`src/rtl/meas_pkg.sv`:
```
// Shared types and constants for the measurement controller.
package meas_pkg;

  localparam int unsigned SAMPLE_W           = 32;
  localparam int unsigned TIMEOUT_CYCLES_DEF = 1_000_000;
  localparam int unsigned N_STATES           = 6;

  // Bit positions of the one-hot state vector
  typedef enum logic [2:0] {
    S_IDLE      = 3'd0,
    S_ISSUE     = 3'd1,
    S_WAIT_BUSY = 3'd2,
    S_WAIT_IDLE = 3'd3,
    S_ABORT     = 3'd4,
    S_DONE      = 3'd5
  } state_idx_e;

endpackage

```
`src/rtl/meas_stats.sv`:
```
// Accumulate / min / max datapath for one batch of counter samples.
module meas_stats
  import meas_pkg::*;
#(
  parameter int unsigned SUM_W = SAMPLE_W
) (
  input  logic                clk,
  input  logic                rst_n,
  input  logic                clr,
  input  logic                ld,
  input  logic [SAMPLE_W-1:0] sample,
  output logic [SUM_W-1:0]    sum,
  output logic [SAMPLE_W-1:0] min_val,
  output logic [SAMPLE_W-1:0] max_val
);

  // Clear seeds min high and max low so the first sample wins both
  always_ff @(posedge clk or negedge rst_n) begin
    if (!rst_n) begin
      sum     <= '0;
      min_val <= '0;
      max_val <= '0;
    end else if (clr) begin
      sum     <= '0;
      min_val <= '1;
      max_val <= '0;
    end else if (ld) begin
      sum <= sum + SUM_W'(sample);
      if (sample < min_val) min_val <= sample;
      if (sample > max_val) max_val <= sample;
    end
  end

endmodule

```
`src/rtl/meas_ctrl.sv`:
```
// Batch measurement controller: issues 2^LOG2_SAMPLES counter runs and
// reports sum/avg/min/max. Optional timeout/abort: MEAS_CTRL_TIMEOUT_EN.
module meas_ctrl
  import meas_pkg::*;
#(
  parameter int unsigned LOG2_SAMPLES   = 2,
  parameter int unsigned TIMEOUT_CYCLES = TIMEOUT_CYCLES_DEF
) (
  input  logic                             clk,
  input  logic                             rst_n,
  input  logic                             go,
  output logic                             cnt_start,
  input  logic                             cnt_busy,
  input  logic [SAMPLE_W-1:0]              cnt_val,
  output logic                             cnt_rst_n,
  output logic                             busy,
  output logic                             done,
  output logic                             err,
  output logic [SAMPLE_W+LOG2_SAMPLES-1:0] sum,
  output logic [SAMPLE_W-1:0]              avg,
  output logic [SAMPLE_W-1:0]              min_val,
  output logic [SAMPLE_W-1:0]              max_val
);

  localparam int unsigned SUM_W     = SAMPLE_W + LOG2_SAMPLES;
  localparam int unsigned IDX_W     = LOG2_SAMPLES + 1;
  localparam int unsigned N_SAMPLES = 1 << LOG2_SAMPLES;

  logic [N_STATES-1:0] state;
  logic [N_STATES-1:0] state_nxt;
  logic [IDX_W-1:0]    idx;
  logic                clr_c;
  logic                ld_c;
  logic                last_c;
  logic                timeout_c;

  assign last_c = (idx == IDX_W'(N_SAMPLES - 1));

  // State register
  always_ff @(posedge clk or negedge rst_n) begin
    if (!rst_n) begin
      state         <= '0;
      state[S_IDLE] <= 1'b1;
    end else begin
      state <= state_nxt;
    end
  end

  // Next-state decode; an empty or corrupted vector falls back to IDLE
  always_comb begin
    state_nxt = '0;
    clr_c     = 1'b0;
    ld_c      = 1'b0;
    if (state[S_IDLE]) begin
      if (go) begin
        clr_c              = 1'b1;
        state_nxt[S_ISSUE] = 1'b1;
      end else begin
        state_nxt[S_IDLE] = 1'b1;
      end
    end else if (state[S_ISSUE]) begin
      state_nxt[S_WAIT_BUSY] = 1'b1;
    end else if (state[S_WAIT_BUSY]) begin
      if (cnt_busy)       state_nxt[S_WAIT_IDLE] = 1'b1;
      else if (timeout_c) state_nxt[S_ABORT]     = 1'b1;
      else                state_nxt[S_WAIT_BUSY] = 1'b1;
    end else if (state[S_WAIT_IDLE]) begin
      if (!cnt_busy) begin
        ld_c = 1'b1;
        if (last_c) state_nxt[S_DONE]  = 1'b1;
        else        state_nxt[S_ISSUE] = 1'b1;
      end else if (timeout_c) begin
        state_nxt[S_ABORT] = 1'b1;
      end else begin
        state_nxt[S_WAIT_IDLE] = 1'b1;
      end
    end else if (state[S_ABORT]) begin
      state_nxt[S_DONE] = 1'b1;
    end else begin
      state_nxt[S_IDLE] = 1'b1;
    end
  end

  // Registered outputs aligned with the state they belong to
  always_ff @(posedge clk or negedge rst_n) begin
    if (!rst_n) begin
      cnt_start <= 1'b0;
      done      <= 1'b0;
      busy      <= 1'b0;
      idx       <= '0;
      avg       <= '0;
    end else begin
      cnt_start <= state_nxt[S_ISSUE];
      done      <= state_nxt[S_DONE];
      busy      <= !state_nxt[S_IDLE];
      if (clr_c)     idx <= '0;
      else if (ld_c) idx <= idx + IDX_W'(1);
      if (state[S_DONE]) avg <= SAMPLE_W'(sum >> LOG2_SAMPLES);
    end
  end

`ifdef MEAS_CTRL_TIMEOUT_EN
  localparam int unsigned TMR_W = $clog2(TIMEOUT_CYCLES + 1);

  logic [TMR_W-1:0] tmr;

  assign timeout_c = (tmr == TMR_W'(TIMEOUT_CYCLES - 1));

  // Per-measurement watchdog; abort pulses the counter's soft reset
  always_ff @(posedge clk or negedge rst_n) begin
    if (!rst_n) begin
      tmr       <= '0;
      err       <= 1'b0;
      cnt_rst_n <= 1'b1;
    end else begin
      if (state[S_ISSUE])                             tmr <= '0;
      else if (state[S_WAIT_BUSY] || state[S_WAIT_IDLE]) tmr <= tmr + TMR_W'(1);
      cnt_rst_n <= !state_nxt[S_ABORT];
      if (clr_c)                   err <= 1'b0;
      else if (state_nxt[S_ABORT]) err <= 1'b1;
    end
  end
`else
  assign timeout_c = 1'b0;
  assign cnt_rst_n = 1'b1;
  assign err       = 1'b0;
`endif

  meas_stats #(
    .SUM_W (SUM_W)
  ) u_stats (
    .clk     (clk),
    .rst_n   (rst_n),
    .clr     (clr_c),
    .ld      (ld_c),
    .sample  (cnt_val),
    .sum     (sum),
    .min_val (min_val),
    .max_val (max_val)
  );

endmodule
```
`config.mk`:
```
export PLATFORM = sky130hd
export DESIGN_NAME = meas_ctrl
export DESIGN_NICKNAME = d
export VERILOG_FILES = /design/src/rtl/meas_pkg.sv /design/src/rtl/meas_stats.sv /design/src/rtl/meas_ctrl.sv
export SDC_FILE = /design/constraint.sdc
export NUM_CORES = 1
export LEC_CHECK = 0
export ABC_CLOCK_PERIOD_IN_PS = 2500
export CAP_MARGIN = 5
export CORE_UTILIZATION = 48
export CTS_CLUSTER_SIZE = 8
export DETAILED_ROUTE_END_ITERATION = 8
export HOLD_SLACK_MARGIN = 0.1
export PLACE_DENSITY_LB_ADDON = 0.1
export SLEW_MARGIN = 20
export SYNTH_ARGS = -nofsm -noshare
export SYNTH_HDL_FRONTEND = slang
export SYNTH_SLANG_ARGS = --single-unit
export TNS_END_PERCENT = 5
```
`constraint.sdc`:
```
create_clock -name clk -period 2.5 [get_ports clk]
set_input_delay 0.5 -clock clk [delete_from_list [all_inputs] [get_ports clk]]
set_output_delay 0.5 -clock clk [all_outputs]
set_load 0.005 [all_outputs]
```
# ---- Yosys cells after proc, flatten, opt, wreduce, memory -nomap -nowiden
# Cells that the tools add are included.
dict set report totals {
  regBits 142
  inputBits 36
}
dict set report op_classes {
  n_addsub 2
  magnitude_cmp 2
  n_eq_ne 1
  n_mux 39
  reduce_logical 6
}
# cell count
set op_table {}
lappend op_table {{2-to-1 mux 32 bit} 6}
lappend op_table {{2-to-1 mux 34 bit} 2}
lappend op_table {{adder 34 x 32 -> 34 bit} 1}
lappend op_table {{greater-than comparator 32 bit} 1}
lappend op_table {{< comparator 32 bit} 1}
lappend op_table {{2-to-1 mux 1 bit} 22}
lappend op_table {{2-to-1 mux 2 bit} 5}
lappend op_table {{2-to-1 mux 3 bit} 3}
lappend op_table {{nonzero test 2 bit} 3}
lappend op_table {{2-to-1 mux 4 bit} 1}
lappend op_table {{AND reduction 2 bit} 2}
lappend op_table {{adder 3 x 1 -> 3 bit, second input constant} 1}
lappend op_table {{== test 3 x 2 -> 1 bit, second input constant} 1}
lappend op_table {{zero test 1 bit} 1}

# ---- Logic depth before layout (Yosys ltp)
dict set report depth {
  word_depth 8
  mapped_depth 11
  ltp_nobuf 11
}

# ---- Hierarchy
# Synthesis repeated with hierarchy kept, for this count alone.
dict set report hier_totals {
  hier_cells 924
  hier_area_um2 8957.3
}
# module instances cells_each area_each_um2
set by_module_without_submodules {}
lappend by_module_without_submodules {meas_stats 1 817 7188.1}
lappend by_module_without_submodules {meas_ctrl 1 107 1769.2}

# ---- Least setup slack after synthesis
# Ideal clock, no wire load.
dict set report synth_path {
  kind {in2reg}
  from {input port cnt_val[0]}
  to {register u_stats.sum[30]}
  setup_ns 0.146
  t_arrival_ns 2.658
  required_ns 2.354
  slack_ns -0.304
  path_stages 11
  n_path_buf 0
  path_cell_list {ha_1 > inv_1 > fa_1 > nor2b_1 > o211ai_1 > a31oi_1 > a21oi_1 > o41ai_1 > a22oi_1 > mux2i_1 > o311ai_0}
}
dict set report synth_between {
  elab_chain_len 3
}
# item line
set synth_rtl {}
lappend synth_rtl {{start, declared} meas_ctrl.sv:14} ;# input logic [SAMPLE_W-1:0] cnt_val,
lappend synth_rtl {{adder 34 x 32 -> 34 bit} meas_stats.sv:28} ;# sum <= sum + SUM_W'(sample);
lappend synth_rtl {{2-to-1 mux 34 bit} meas_stats.sv:27} ;# end else if (ld) begin
lappend synth_rtl {{2-to-1 mux 34 bit} meas_stats.sv:23} ;# end else if (clr) begin
lappend synth_rtl {{end signal, assigned} meas_stats.sv:28}
lappend synth_rtl {{end, declared} meas_stats.sv:12} ;# output logic [SUM_W-1:0] sum,
# Every way passes these cells. The select of a mux whose other input is x is not followed.
# A chain may end at the register's enable or synchronous reset.

# ---- Worst setup path in the final report
dict set report layout_path {
  from {register u_stats.sum[0]}
  to {register u_stats.sum[33]}
}
dict set report layout_between {
  elab_chain_len 3
}
# item line
set layout_rtl {}
lappend layout_rtl {{adder 34 x 32 -> 34 bit} meas_stats.sv:28}
lappend layout_rtl {{2-to-1 mux 34 bit} meas_stats.sv:27}
lappend layout_rtl {{2-to-1 mux 34 bit} meas_stats.sv:23}
# Every way passes these cells. The select of a mux whose other input is x is not followed.

==> results <==
flip-flops by register name, summed over array words and instances, names as in the netlist:
name,flops
u_stats.sum,34
avg,32
u_stats.max_val,32
u_stats.min_val,32
state,4
idx,3
busy,1
done,1
how the worst min path moves through the flow:
stage	end	slack (ns)	depth (start not counted)
6_report	u_stats.max_val[5]	0.51	3
5_1_grt	u_stats.max_val[5]	0.52	3
4_1_cts	u_stats.max_val[5]	0.50	3
3_5_place_dp	idx[2]	0.49	2
3_3_place_gp	idx[2]	0.48	2
2_1_floorplan	avg[0]	0.20	0
worst min-delay path, stage by stage:
cell,delay (ns)
dlygate4sd2_1,0.27
inv_1,0.06
mux2i_1,0.06
cell usage in the layout, fill, tap and decap left out, types with 32 or more instances in the layout:
cell	synthesis	layout
ha_1	97	84
inv_1	110	109
a21oi_1	53	41
mux2i_1	37	37
a21o_1	34	34
dfrtp_1	138	138
clkdlybuf4s50_1	0	142
nor2_1	59	57
o21ai_0	53	37
buf_4	7	171
nand2_1	67	65
a31oi_1	35	33
nand3_1	45	42
mux2_2	32	32
kinds of logic after synthesis:
| kind of cell | count (synthesis) | share of synthesized area |
|---|---|---|
| AOI/OAI and AO/OA | 221 | 0.158 |
| and+or+nand+nor | 229 | 0.122 |
| DFF | 139 | 0.394 |
| buffers and inverters | 159 | 0.0770 |
| other | 2 | 0.000850 |
| muxes | 69 | 0.0827 |
| xor gates and xnor gates | 26 | 0.0258 |
| adders and majority gates | 98 | 0.140 |
per-layer routing:
layer,part of all wire,vias up
met4,0.019,0
met5,0,-
met2,0.46,247
li1,-,3960
met3,0.054,43
met1,0.47,4078
metrics by stage:
step	utilization	worst slack (ns)
floorplan	-	-0.0486
global placement	0.662	-0.684
detailed placement	0.662	-0.748
CTS	0.716	-0.110
global route	0.727	-0.226
finish	0.727	-0.0923
power by group through the flow:
| stage | clock (mW) | sequential, mW | combinational, mW |
|---|---|---|---|
| finish | 2.57 | 2.57 | 2.13 |
| global route | 2.68 | 2.59 | 2.34 |
| CTS | 2.59 | 2.56 | 2.05 |
| detailed placement | 0 | 2.60 | 1.96 |
| global placement | 0 | 2.60 | 1.93 |
| floorplan | 0 | 2.59 | 0.951 |
area by class of cell:
type	count	area (um2)
Clock buffer	22	474
Tap cell	229	287
Inverter	110	413
Multi-Input combinational cell	645	5090
Clock inverter	10	115
Fill cell	1382	4920
Sequential cell	139	3480
Timing Repair Buffer	356	3240
what timing repair did:
item / 4_1_cts / 5_1_grt
pin swaps: 47 / 27
buffers inserted: 14 / 6
gates resized for setup: 74 / 34
gates cloned: 3 / 0
endpoints found under the setup margin: 82 / 72
endpoints found under the hold margin: 53 / 0
hold buffers: 1 / 0
==> qor.yml <==
clock_tree:
  clock-root-buffer: "clkbuf_16"
  clk_pin_slew_ns: 0.06
  h-tree-depth: 4
  cts_buffers: 17
  cts_tree: "built"
  cts_max_path_buffers: 2
  insertion_delay_ns: 0.44
  clkSinkCount: 139
drt:
  via_per_inst: 5.51
  firstDrtPassIters: 7
  drc_errors: 0
  vias: 8328
  wl_um: 26100
  drtIter0Drc: 522
  avgRoutedWirePerCell_um: 17.3
  ant_nets: 0
sta:
  fmax_ghz: 0.386
  setup_tns_ns: -0.309
  worst_pin_slew_ns: 0.572
  min_period_ns: 2.59
  grt_setup_unrepaired: "yes"
  slew_headroom: 0.619
  finalSetupViolCount: 8
  fin_worst_skew_ns: 0.00982
  period_share: 1.04
  hold_violations: 0
  hold-worst-slack_ns: 0.505
  slew_viol_final: 0
  final.setup.worst_slack_ns: -0.0923
logic_synthesis:
  synth_ff_type: "dfrtp_1"
  synth-edff-count: 0
  ys_seq_area_frac: 0.394
  ys_seq_elements: 139
  avgSynthCellArea_um2: 9.37
  syn_nets: 1077
  synthTopCellsByCount: "138 x dfrtp_1, 110 x inv_1, 97 x ha_1"
  synth_area_leaders: "dfrtp_1 39%, ha_1 14%, inv_1 4.7%"
  synth-async-reset-ratio: 1.00
  yosysMostFrequentCell: "dfrtp_1"
  synth_top_area_share: 0.391
  yosys_warnings: 0
  synthesis.area_um2: 8840
  ys_types: 61
  synthCells: 943
  yosysTopAreaCell: "dfrtp_1"
setup_path:
  startpoint: "u_stats.sum[0]"
  reg2reg_depth: 12
  crit_family: "compound AO/OA/AOI/OAI gates"
  crit_fanout: 4
  cp_slowest_cell: "dfrtp_1"
  worstSetupEndpointType: "register"
  crit_path_start_kind: "register"
  cpMostUsedCell: "buf_4"
  path_class: "register to register"
  max_stage_delay_ns: 0.38
  cp.arrival_ns: 2.94
  reg2reg_slack_ns: -0.09
  crit_end: "u_stats.sum[33]"
  r2r-start: "u_stats.sum[0]"
  cp_cell_sequence: "ha_2 > buf_6 > a21oi_4 > o211ai_2 > buf_4 > and3_4 > a211o_1 > a31oi_2 > buf_4 > nor4b_4 > o211ai_1 > mux2i_1"
  rr_endpoint: "u_stats.sum[33]"
  crit_buf_inv: 3
  worstPathRequired_ns: 2.85
  cp_num_cells: 12
floorplanning:
  coreArea_um2: 18000
  initial_utilization: 0.490
  io_pins: 171
  die_area_um2: 19000
  die_x_um: 138
  fp.dieH_um: 138
  rows: 49
pwr:
  p_sw_mw: 2.25
  power_mw: 7.26
  p_leak_nw: 6.41
  p_per_area_nw_per_um2: 554
  combPwrFrac: 0.293
  power_frac_clock: 0.353
  pwr-share-seq: 0.354
  ir_drop_v: 0.000567
  sw_frac_of_total: 0.310
  cell_internal_pwr_mw: 5.01
grt:
  grt_pass1_vias: 7968
  grt_pass1_wl_um: 41200
  busiest_layer: "met2"
  groute.layer.met1.usage: 0.395
  grt_max_degree: 102
  grt_overflow: 0
  use_met3: 0.0581
  grt.met2_usage: 0.446
  grt_usage: 0.284
  antenna_found_initial: 0
final_layout:
  postLayoutCellArea_um2: 13100
  area_delta_synth_final_pct: 48.3
  nNetsFinal: 1403
  drive_above_1_share: 0.246
  finalNonFillerCells: 1511
  antenna_cells: 0
place:
  dp_cells: 1458
  placed_area_um2: 11900
  io_buffers: 168
  gp_congestion: 0.889
  hpwl_um: 18300
outcome:
  outcome: "complete, but fails checks"
  failed_checks: "setup timing"
hold_path:
  worstHoldStart: "cnt_val[5]"
  hp-class: "input port to register"
job:
  timing.max_cap.violations: 0
Power figures use the tool's default switching activity.
